$ cat src/rtl/mem_bus_pkg.sv
// Shared types and constants for the memory bus arbiter: sequencer state encoding,
// requester indices and the default wait-state limit.
package mem_bus_pkg;

  typedef enum logic [1:0] {
    ST_IDLE   = 2'd0,
    ST_ACCESS = 2'd1,
    ST_DONE   = 2'd2
  } state_t;

  localparam int REQ_FETCH = 0;
  localparam int REQ_LS    = 1;
  localparam int REQ_EXT   = 2;

  localparam int WAIT_MAX_DEFAULT = 15;

endpackage

$ cat src/rtl/rr_pick.sv
// Combinational round-robin picker: first asserted request scanning last+1, last+2, ...
// modulo NREQ. Returns the one-hot winner, its binary index and an any-request flag.
module rr_pick #(
  parameter int NREQ = 3
) (
  input  logic [NREQ-1:0] req,
  input  logic [2:0]      last,
  output logic [NREQ-1:0] win,
  output logic [2:0]      win_id,
  output logic            any_req
);

  int              idx;
  logic [NREQ-1:0] req_sh;

  // NOTE: every variable written here gets a default first, so no path can infer a latch.
  always_comb begin
    win     = '0;
    win_id  = '0;
    any_req = 1'b0;
    idx     = 0;
    req_sh  = '0;
    for (int i = 1; i <= NREQ; i++) begin
      idx    = (int'(last) + i) % NREQ;
      req_sh = req >> idx;
      if (!any_req && req_sh[0]) begin
        any_req = 1'b1;
        win_id  = 3'(idx);
      end
    end
    if (any_req) win = NREQ'(1) << win_id;
  end

endmodule

$ cat src/rtl/mem_bus_arbiter.sv
// Round-robin arbiter and access sequencer for the shared memory bus.
// Optional wait-state timeout (bus error) is enabled by defining MEM_BUS_TIMEOUT_EN.
module mem_bus_arbiter
  import mem_bus_pkg::*;
#(
  parameter int NREQ     = 3,
  parameter int AW       = 16,
  parameter int DW       = 16,
  parameter int WAIT_MAX = WAIT_MAX_DEFAULT
) (
  input  logic              CLK,
  input  logic              RESETN,
  input  logic [NREQ-1:0]   REQ,
  input  logic [NREQ-1:0]   REQ_WR,
  input  logic [NREQ*AW-1:0] REQ_ADDR,
  input  logic [NREQ*DW-1:0] REQ_WDATA,
  output logic [NREQ-1:0]   GNT,
  output logic [NREQ-1:0]   ACK,
  output logic              ERR,
  output logic [DW-1:0]     RDATA,
  output logic [2:0]        GNT_ID,
  output logic [AW-1:0]     MEM_ADDR,
  output logic [DW-1:0]     MEM_DOUT,
  output logic              MEM_RD,
  output logic              MEM_WR,
  input  logic [DW-1:0]     MEM_DIN,
  input  logic              MEM_READY
);

  state_t          state, state_nxt;
  logic [2:0]      last, last_nxt;
  logic [NREQ-1:0] gnt_nxt, ack_nxt, pick_oh;
  logic [2:0]      gnt_id_nxt, pick_id;
  logic            any_req;
  logic [AW-1:0]   addr_nxt, sel_addr;
  logic [DW-1:0]   dout_nxt, rdata_nxt, sel_wdata;
  logic            rd_nxt, wr_nxt, sel_wr;

`ifdef MEM_BUS_TIMEOUT_EN
  localparam int CW = $clog2(WAIT_MAX + 1);
  logic [CW-1:0] cnt, cnt_nxt;
  logic          err_q, err_nxt;
  assign ERR = err_q;
`else
  assign ERR = 1'b0;
`endif

  rr_pick #(.NREQ(NREQ)) u_pick (
    .req     (REQ),
    .last    (last),
    .win     (pick_oh),
    .win_id  (pick_id),
    .any_req (any_req)
  );

  assign sel_wr    = |(REQ_WR & pick_oh);
  assign sel_addr  = AW'(REQ_ADDR >> (AW * int'(pick_id)));
  assign sel_wdata = DW'(REQ_WDATA >> (DW * int'(pick_id)));

  always_comb begin
    state_nxt  = state;
    last_nxt   = last;
    gnt_nxt    = GNT;
    gnt_id_nxt = GNT_ID;
    ack_nxt    = ACK;
    addr_nxt   = MEM_ADDR;
    dout_nxt   = MEM_DOUT;
    rd_nxt     = MEM_RD;
    wr_nxt     = MEM_WR;
    rdata_nxt  = RDATA;
`ifdef MEM_BUS_TIMEOUT_EN
    cnt_nxt    = cnt;
    err_nxt    = err_q;
`endif
    case (state)
      ST_IDLE: begin
        rd_nxt = 1'b0;
        wr_nxt = 1'b0;
        if (any_req) begin
          gnt_nxt    = pick_oh;
          gnt_id_nxt = pick_id;
          last_nxt   = pick_id;
          addr_nxt   = sel_addr;
          dout_nxt   = sel_wdata;
          rd_nxt     = ~sel_wr;
          wr_nxt     = sel_wr;
          state_nxt  = ST_ACCESS;
        end
      end
      ST_ACCESS: begin
        if (MEM_READY) begin
          rdata_nxt = MEM_WR ? '0 : MEM_DIN;
          rd_nxt    = 1'b0;
          wr_nxt    = 1'b0;
          ack_nxt   = GNT;
          state_nxt = ST_DONE;
        end
`ifdef MEM_BUS_TIMEOUT_EN
        // READY in the same cycle the limit is hit wins over the timeout.
        else if (cnt == CW'(WAIT_MAX)) begin
          rdata_nxt = '0;
          rd_nxt    = 1'b0;
          wr_nxt    = 1'b0;
          ack_nxt   = GNT;
          err_nxt   = 1'b1;
          state_nxt = ST_DONE;
        end else begin
          cnt_nxt = cnt + CW'(1);
        end
`endif
      end
      ST_DONE: begin
        gnt_nxt   = '0;
        ack_nxt   = '0;
        state_nxt = ST_IDLE;
`ifdef MEM_BUS_TIMEOUT_EN
        cnt_nxt   = '0;
        err_nxt   = 1'b0;
`endif
      end
      default: begin
        gnt_nxt   = '0;
        ack_nxt   = '0;
        rd_nxt    = 1'b0;
        wr_nxt    = 1'b0;
        state_nxt = ST_IDLE;
      end
    endcase
  end

  // NOTE: sequential state uses non-blocking assignments so all registers update together.
  always_ff @(posedge CLK or posedge RESETN) begin
    if (RESETN) begin
      state    <= ST_IDLE;
      last     <= 3'(NREQ - 1);
      GNT      <= '0;
      GNT_ID   <= '0;
      ACK      <= '0;
      RDATA    <= '0;
      MEM_ADDR <= '0;
      MEM_DOUT <= '0;
      MEM_RD   <= 1'b0;
      MEM_WR   <= 1'b0;
`ifdef MEM_BUS_TIMEOUT_EN
      cnt      <= '0;
      err_q    <= 1'b0;
`endif
    end else begin
      state    <= state_nxt;
      last     <= last_nxt;
      GNT      <= gnt_nxt;
      GNT_ID   <= gnt_id_nxt;
      ACK      <= ack_nxt;
      RDATA    <= rdata_nxt;
      MEM_ADDR <= addr_nxt;
      MEM_DOUT <= dout_nxt;
      MEM_RD   <= rd_nxt;
      MEM_WR   <= wr_nxt;
`ifdef MEM_BUS_TIMEOUT_EN
      cnt      <= cnt_nxt;
      err_q    <= err_nxt;
`endif
    end
  end

endmodule

$ cat config.mk
export PLATFORM = sky130hd
export DESIGN_NAME = mem_bus_arbiter
export DESIGN_NICKNAME = d
export VERILOG_FILES = /design/src/rtl/mem_bus_pkg.sv /design/src/rtl/rr_pick.sv /design/src/rtl/mem_bus_arbiter.sv
export SDC_FILE = /design/constraint.sdc
export NUM_CORES = 1
export LEC_CHECK = 0
export CORE_MARGIN = 4
export CORE_UTILIZATION = 45
export DETAILED_ROUTE_END_ITERATION = 10
export GPL_TIMING_DRIVEN = 0
export MAX_ROUTING_LAYER = met4
export PLACE_DENSITY = 0.84
export SKIP_CTS_REPAIR_TIMING = 1
export SLEW_MARGIN = 5
export SYNTH_ARGS = -nofsm -noshare
export SYNTH_HDL_FRONTEND = slang
export SYNTH_SLANG_ARGS = --single-unit
$ cat constraint.sdc
create_clock -name CLK -period 7.35 [get_ports CLK]
set_clock_uncertainty 0.05 [all_clocks]
set_input_delay 2.205 -clock CLK [delete_from_list [all_inputs] [get_ports CLK]]
set_output_delay 2.205 -clock CLK [all_outputs]
set_load 0.05 [all_outputs]
# Word-level counts from Yosys, hierarchy flattened
# Index checks and enable logic that the tools add are counted.
[classes]
add_sub_neg = 3
n_div = 3
eq_ne = 4
n_shift = 6
mux = 20
bitwise_logic = 5
reduce_logical = 12
[ops]
columns = ["cell", "n"]
rows = [
  ["32-bit by 3-bit remainder unit with 32-bit output, second input constant", 3],
  ["3-bit by 32-bit >> shifter with 1-bit output", 3],
  ["48-bit by 7-bit >> shifter with 16-bit output", 2],
  ["3-bit 2-to-1 mux", 6],
  ["16-bit 2-to-1 mux", 1],
  ["3-bit one-hot mux with 2 select lines", 2],
  ["2-bit AND reduction", 6],
  ["3-bit by 2-bit adder with 4-bit output, second input constant", 2],
  ["1-bit 2-to-1 mux", 6],
  ["1-bit one-hot mux with 3 select lines", 2],
  ["3-bit by 1-bit adder with 4-bit output, second input constant", 1],
  ["2-bit 2-to-1 mux", 2],
  ["2-bit != test, second input constant", 2],
  ["1-bit NOT", 4],
  ["2-bit one-hot mux with 2 select lines", 1],
  ["3-bit bitwise AND", 1],
  ["3-bit OR reduction", 1],
  ["1-bit by 3-bit << shifter with 3-bit output, first input constant", 1],
  ["2-bit by 1-bit == test with 1-bit output, second input constant", 1],
  ["2-bit == test, second input constant", 1],
  ["1-bit logical AND", 2],
  ["1-bit logical NOT", 2],
  ["2-bit logical NOT", 1],
]
[word_totals]
reg_bits = 64
inputBits = 121
output_inout_bits = 60
wordCells = 63

# Logic depth before layout (Yosys ltp)
[depth]
depth_word = 17
mapped_depth = 24

# Modules after synthesis
# From an unflattened synthesis, not the netlist that was laid out.
[hier_totals]
hier_cells = 486
area_unflattened_um2 = 4510.6
[modules_own_cells]
columns = ["mod", "instances", "cells_each", "area_each_um2"]
rows = [
  ["mem_bus_arbiter", 1, 280, 3037.9],
  ["rr_pick", 1, 206, 1472.7],
]

# Least setup slack after synthesis
# No wires, ideal clock.
[synth_timing]
path_kind = "flip-flop to flip-flop"
startpoint = "register, netlist name GNT_ID[0]"
endpoint = "register MEM_ADDR[0]"
setup_time_ns = 0.121
t_arrival_ns = 4.749
t_required_ns = 7.179
slack_ns = 2.430
stages_incl_launch_ff = 22
period_less_slack_ns = 4.920
path_cell_list = "dfrtp_1 -> clkbuf_1 -> clkbuf_1 -> inv_1 -> ha_1 -> inv_1 -> ha_1 -> ha_1 -> a21oi_2 -> a21o_1 -> nand2_1 -> ha_1 -> inv_1 -> o221ai_1 -> or2_1 -> or3_1 -> a31o_1 -> a311o_1 -> buf_6 -> buf_2 -> a221o_1 -> o22a_1"
[synth_rtl]
columns = ["item", "line_no", "rtl"]
rows = [
  ["to (signal assigned)", "mem_bus_arbiter.sv:155", "MEM_ADDR <= addr_nxt;"],
  ["to (decl)", "mem_bus_arbiter.sv:22", "output logic [AW-1:0] MEM_ADDR,"],
]

==> out/summary.json <==
{
  "outcome": {"value": "complete, no violations"},
  "synth_top_cells_by_area": {"value": "sky130_fd_sc_hd__dfrtp_1 (36%), sky130_fd_sc_hd__mux2i_1 (6.8%), sky130_fd_sc_hd__ha_1 (6.5%), sky130_fd_sc_hd__nand2_1 (5.2%), sky130_fd_sc_hd__o211ai_1 (4.1%)"},
  "clock_tree.root_cell": {"value": "sky130_fd_sc_hd__clkbuf_8"},
  "n_fill_cell": {"value": 708},
  "layout_commonest_cell": {"value": "sky130_fd_sc_hd__clkdlybuf4s50_1"},
  "max_freq": {"value": 0.1658, "unit": "GHz"},
  "finalWorstPathRequiredPeriod": {"value": 6030, "unit": "ps"},
  "timing.hold.ws": {"value": 435.8, "unit": "ps"},
  "sequential_element_share_of_the_synthesized_area": {"value": 36.61, "unit": "%"},
  "worst-endpoint-arrival": {"value": 6230, "unit": "ps"},
  "commonest_cells_after_routing_fill_and_taps_aside": {"value": "sky130_fd_sc_hd__clkdlybuf4s50_1 (179), sky130_fd_sc_hd__dfrtp_1 (61), sky130_fd_sc_hd__nand2_1 (59)"},
  "layout-area-overhead-vs-synth": {"value": 51.39, "unit": "%"},
  "timing.final.max_slew_violations": {"value": 0},
  "maximum_buffer_depth_of_the_clock_tree": {"value": 2},
  "clk_latency": {"value": 340, "unit": "ps"},
  "postRouteAntennaNets": {"value": 0},
  "cellLeakagePower": {"value": 0.002688, "unit": "uW"},
  "startpoint_of_the_worst_register_to_register_path": {"value": "GNT_ID[0]"},
  "final_layout_size_suffix_gt1_share": {"value": 6.476, "unit": "%"},
  "cellPowerDensity": {"value": 588.6, "unit": "nW/um^2"},
  "floorplan.initialDensity": {"value": 46.12, "unit": "%"},
  "place_congestion": {"value": 0.9122},
  "asyncSetResetFlopFracSynth": {"value": 100.0, "unit": "%"},
  "crit_path_end_kind": {"value": "flop"},
  "antenna-diode-count": {"value": 0},
  "worstHoldPathCells": {"value": 2},
  "track_usage": {"value": 27.10, "unit": "%"},
  "cts.reportedPaths.clkPinSlew": {"value": 70, "unit": "ps"},
  "register_area": {"value": 1553, "unit": "um^2"},
  "postSynthRegisterBits": {"value": 62},
  "reg2reg_path_depth": {"value": 21},
  "irDropWorstVdd": {"value": 0.2950, "unit": "mV"},
  "grt_antenna_before_repair": {"value": 0},
  "drv.max_cap_violation_count": {"value": 0},
  "synth_warnings": {"value": 0},
  "wire_length_of_the_first_global_routing_pass": {"value": 23260, "unit": "um"},
  "min_path_type": {"value": "reg -> reg"},
  "core_area": {"value": 9196, "unit": "um^2"},
  "grt-ovfl-total": {"value": 0},
  "worstHoldStart": {"value": "RDATA[2]"},
  "synth-main-ff-cell": {"value": "sky130_fd_sc_hd__dfrtp_1"},
  "detail_route.drc_violations": {"value": 0},
  "synth_enable_flop_cells": {"value": 0},
  "timing_hold_violations_final": {"value": 0},
  "syn_avg_cell_area": {"value": 9.083, "unit": "um^2"},
  "yosys.area.top_type_share": {"value": 35.99, "unit": "%"},
  "cts-buffers-inserted": {"value": 9},
  "die_area": {"value": 11040, "unit": "um^2"},
  "setup.reg_to_reg.worst_slack": {"value": 1320, "unit": "ps"},
  "place.port_buffers": {"value": 179},
  "tritoncts": {"value": "done"},
  "grt_max_degree": {"value": 25},
  "unique_masters_post_synth": {"value": 65},
  "syn_inst": {"value": 467},
  "placementRows": {"value": 35},
  "design.portCount": {"value": 181},
  "worst-setup-path-type": {"value": "reg -> reg"},
  "route.detailed.vias_per_inst": {"value": 5.813},
  "clock-sinks": {"value": 62},
  "die_width": {"value": 105.1, "unit": "um"},
  "synthesis.nets": {"value": 610},
  "ctsHtreeMaxLevel": {"value": 3},
  "grt_pass1_vias": {"value": 4502},
  "setup_viol": {"value": 0},
  "slew_at_the_pin_closest_to_its_max_slew_limit": {"value": 603.2, "unit": "ps"},
  "design.final.nets": {"value": 802},
  "vias": {"value": 4505},
  "routed_wirelength": {"value": 14570, "unit": "um"},
  "dpl.hpwl": {"value": 11500, "unit": "um"},
  "grt_setup_unrepaired": {"value": "no"},
  "tns": {"value": 0, "unit": "ps"},
  "mappedNetlistArea": {"value": 4242, "unit": "um^2"},
  "firstDrtPassIters": {"value": 5},
  "critical_path.max_fanout": {"value": 10},
  "multi_input_area": {"value": 2445, "unit": "um^2"},
  "worst_slew_margin_rel": {"value": 59.51, "unit": "%"},
  "wl_per_cell": {"value": 18.80, "unit": "um"},
  "final_core_utilization": {"value": 69.82, "unit": "%"},
  "netlist.top_cell.by_area": {"value": "sky130_fd_sc_hd__dfrtp_1"},
  "drt_iter0_drc": {"value": 281},
  "crit_path_start_kind": {"value": "flop"},
  "cp_data_required_time": {"value": 7550, "unit": "ps"},
  "min_to": {"value": "RDATA[2]"},
  "timing.rr.end": {"value": "MEM_ADDR[3]"},
  "final.period_utilization": {"value": 82.04, "unit": "%"},
  "die_h": {"value": 105.1, "unit": "um"}
}
kinds of logic (layout without fill, tap and decap cells):
family	count (synthesis)	in the layout	synth area share, %
other cells	1	1	0.08841
fa+ha+maj	22	22	6.490
xor+xnor	5	5	1.387
compound gates	129	129	22.95
mux	31	31	7.375
simple gates	162	162	19.35
buf+inv	55	252	5.752
flops	62	62	36.61
worst max path at each step:
stage	startpoint	end	slack (ps)	cells past startpoint
after CTS	GNT_ID[0]	MEM_ADDR[3]	1380	21
after floorplan	GNT_ID[0]	MEM_ADDR[0]	2430	21
after global routing	GNT_ID[0]	MEM_DOUT[14]	770	20
after global placement	GNT_ID[0]	MEM_ADDR[3]	1560	21
after detailed placement	GNT_ID[0]	MEM_ADDR[3]	1410	21
final	GNT_ID[0]	MEM_ADDR[3]	1320	21
stage by stage:
step | setup slack [ps] | instances | cell area, um^2 | power [uW]
2_1_floorplan | 2430 | 467 | 4242 | 2622
3_3_place_gp | 1564 | 757 | 6172 | 3340
3_5_place_dp | 1408 | 759 | 6220 | 3439
4_1_cts | 1377 | 775 | 6421 | 3762
5_1_grt | 772.8 | 775 | 6421 | 4027
6_report | 1320 | 775 | 6421 | 3780
Yosys cell counts (3+ instances only):
cell and count:
sky130_fd_sc_hd__a31oi_1 3, sky130_fd_sc_hd__nor3b_1 12, sky130_fd_sc_hd__a211o_1 3, sky130_fd_sc_hd__buf_2 6, sky130_fd_sc_hd__nand2_1 59, sky130_fd_sc_hd__mux2i_1 29
sky130_fd_sc_hd__or2_2 3, sky130_fd_sc_hd__and3_1 6, sky130_fd_sc_hd__o22ai_1 3, sky130_fd_sc_hd__o211ai_1 23, sky130_fd_sc_hd__ha_1 22, sky130_fd_sc_hd__o21ai_0 20
sky130_fd_sc_hd__a221o_1 12, sky130_fd_sc_hd__clkbuf_1 19, sky130_fd_sc_hd__a21oi_1 9, sky130_fd_sc_hd__a22oi_1 3, sky130_fd_sc_hd__inv_1 21, sky130_fd_sc_hd__nand3_1 30
sky130_fd_sc_hd__o21ai_1 4, sky130_fd_sc_hd__or3_1 4, sky130_fd_sc_hd__nor2_1 13, sky130_fd_sc_hd__o22a_1 12, sky130_fd_sc_hd__a311o_1 3, sky130_fd_sc_hd__dfrtp_1 61
sky130_fd_sc_hd__nor3_1 4, sky130_fd_sc_hd__buf_4 6, sky130_fd_sc_hd__a211oi_1 3, sky130_fd_sc_hd__nand2b_1 19, sky130_fd_sc_hd__a21o_1 7
cell type report:
type	count	share of cell area, %
buffer	34	2.572
clock buffer	13	2.475
clock inverter	3	0.6625
inverter	21	1.228
multi-input combinational	350	38.07
sequential	62	24.18
tap	111	2.163
timing repair buffer	181	28.64
sequential cells by signal (all words and copies together) (netlist names), 2 cells and up:
signal	count
MEM_ADDR	16
state	2
RDATA	16
ACK	3
GNT	3
MEM_DOUT	16
GNT_ID	3
critical path, stage by stage, from the launching register on:
cell and delay, ps:
sky130_fd_sc_hd__dfrtp_1 510, sky130_fd_sc_hd__clkbuf_1 360, sky130_fd_sc_hd__clkbuf_1 390, sky130_fd_sc_hd__inv_1 120, sky130_fd_sc_hd__ha_1 510, sky130_fd_sc_hd__inv_1 180
sky130_fd_sc_hd__ha_1 270, sky130_fd_sc_hd__ha_1 220, sky130_fd_sc_hd__a21oi_2 300, sky130_fd_sc_hd__a21o_1 190, sky130_fd_sc_hd__nand2_1 90, sky130_fd_sc_hd__ha_1 230
sky130_fd_sc_hd__inv_1 80, sky130_fd_sc_hd__o221ai_1 180, sky130_fd_sc_hd__or2_1 300, sky130_fd_sc_hd__or3_1 370, sky130_fd_sc_hd__a31o_1 260, sky130_fd_sc_hd__a311oi_1 510
sky130_fd_sc_hd__buf_2 360, sky130_fd_sc_hd__buf_4 220, sky130_fd_sc_hd__nand3_1 100, sky130_fd_sc_hd__o211ai_1 130
metal layers:
metal / track usage, % / vias to the layer above / routed length (um)
li1: - / 2105 / -
met1: 31.05 / 2139 / 5679
met2: 45.00 / 222 / 7300
met3: 7.103 / 39 / 1067
met4: 11.34 / 0 / 522
met5: - / - / 0
report_power, final:
group / total (uW) / internal, uW / switching (uW)
clock: 312 / 175 / 137
sequential: 608 / 515 / 93.0
combinational: 2860 / 1070 / 1790
total: 3780 / 1760 / 2020
(Power assumes the default switching activity.)
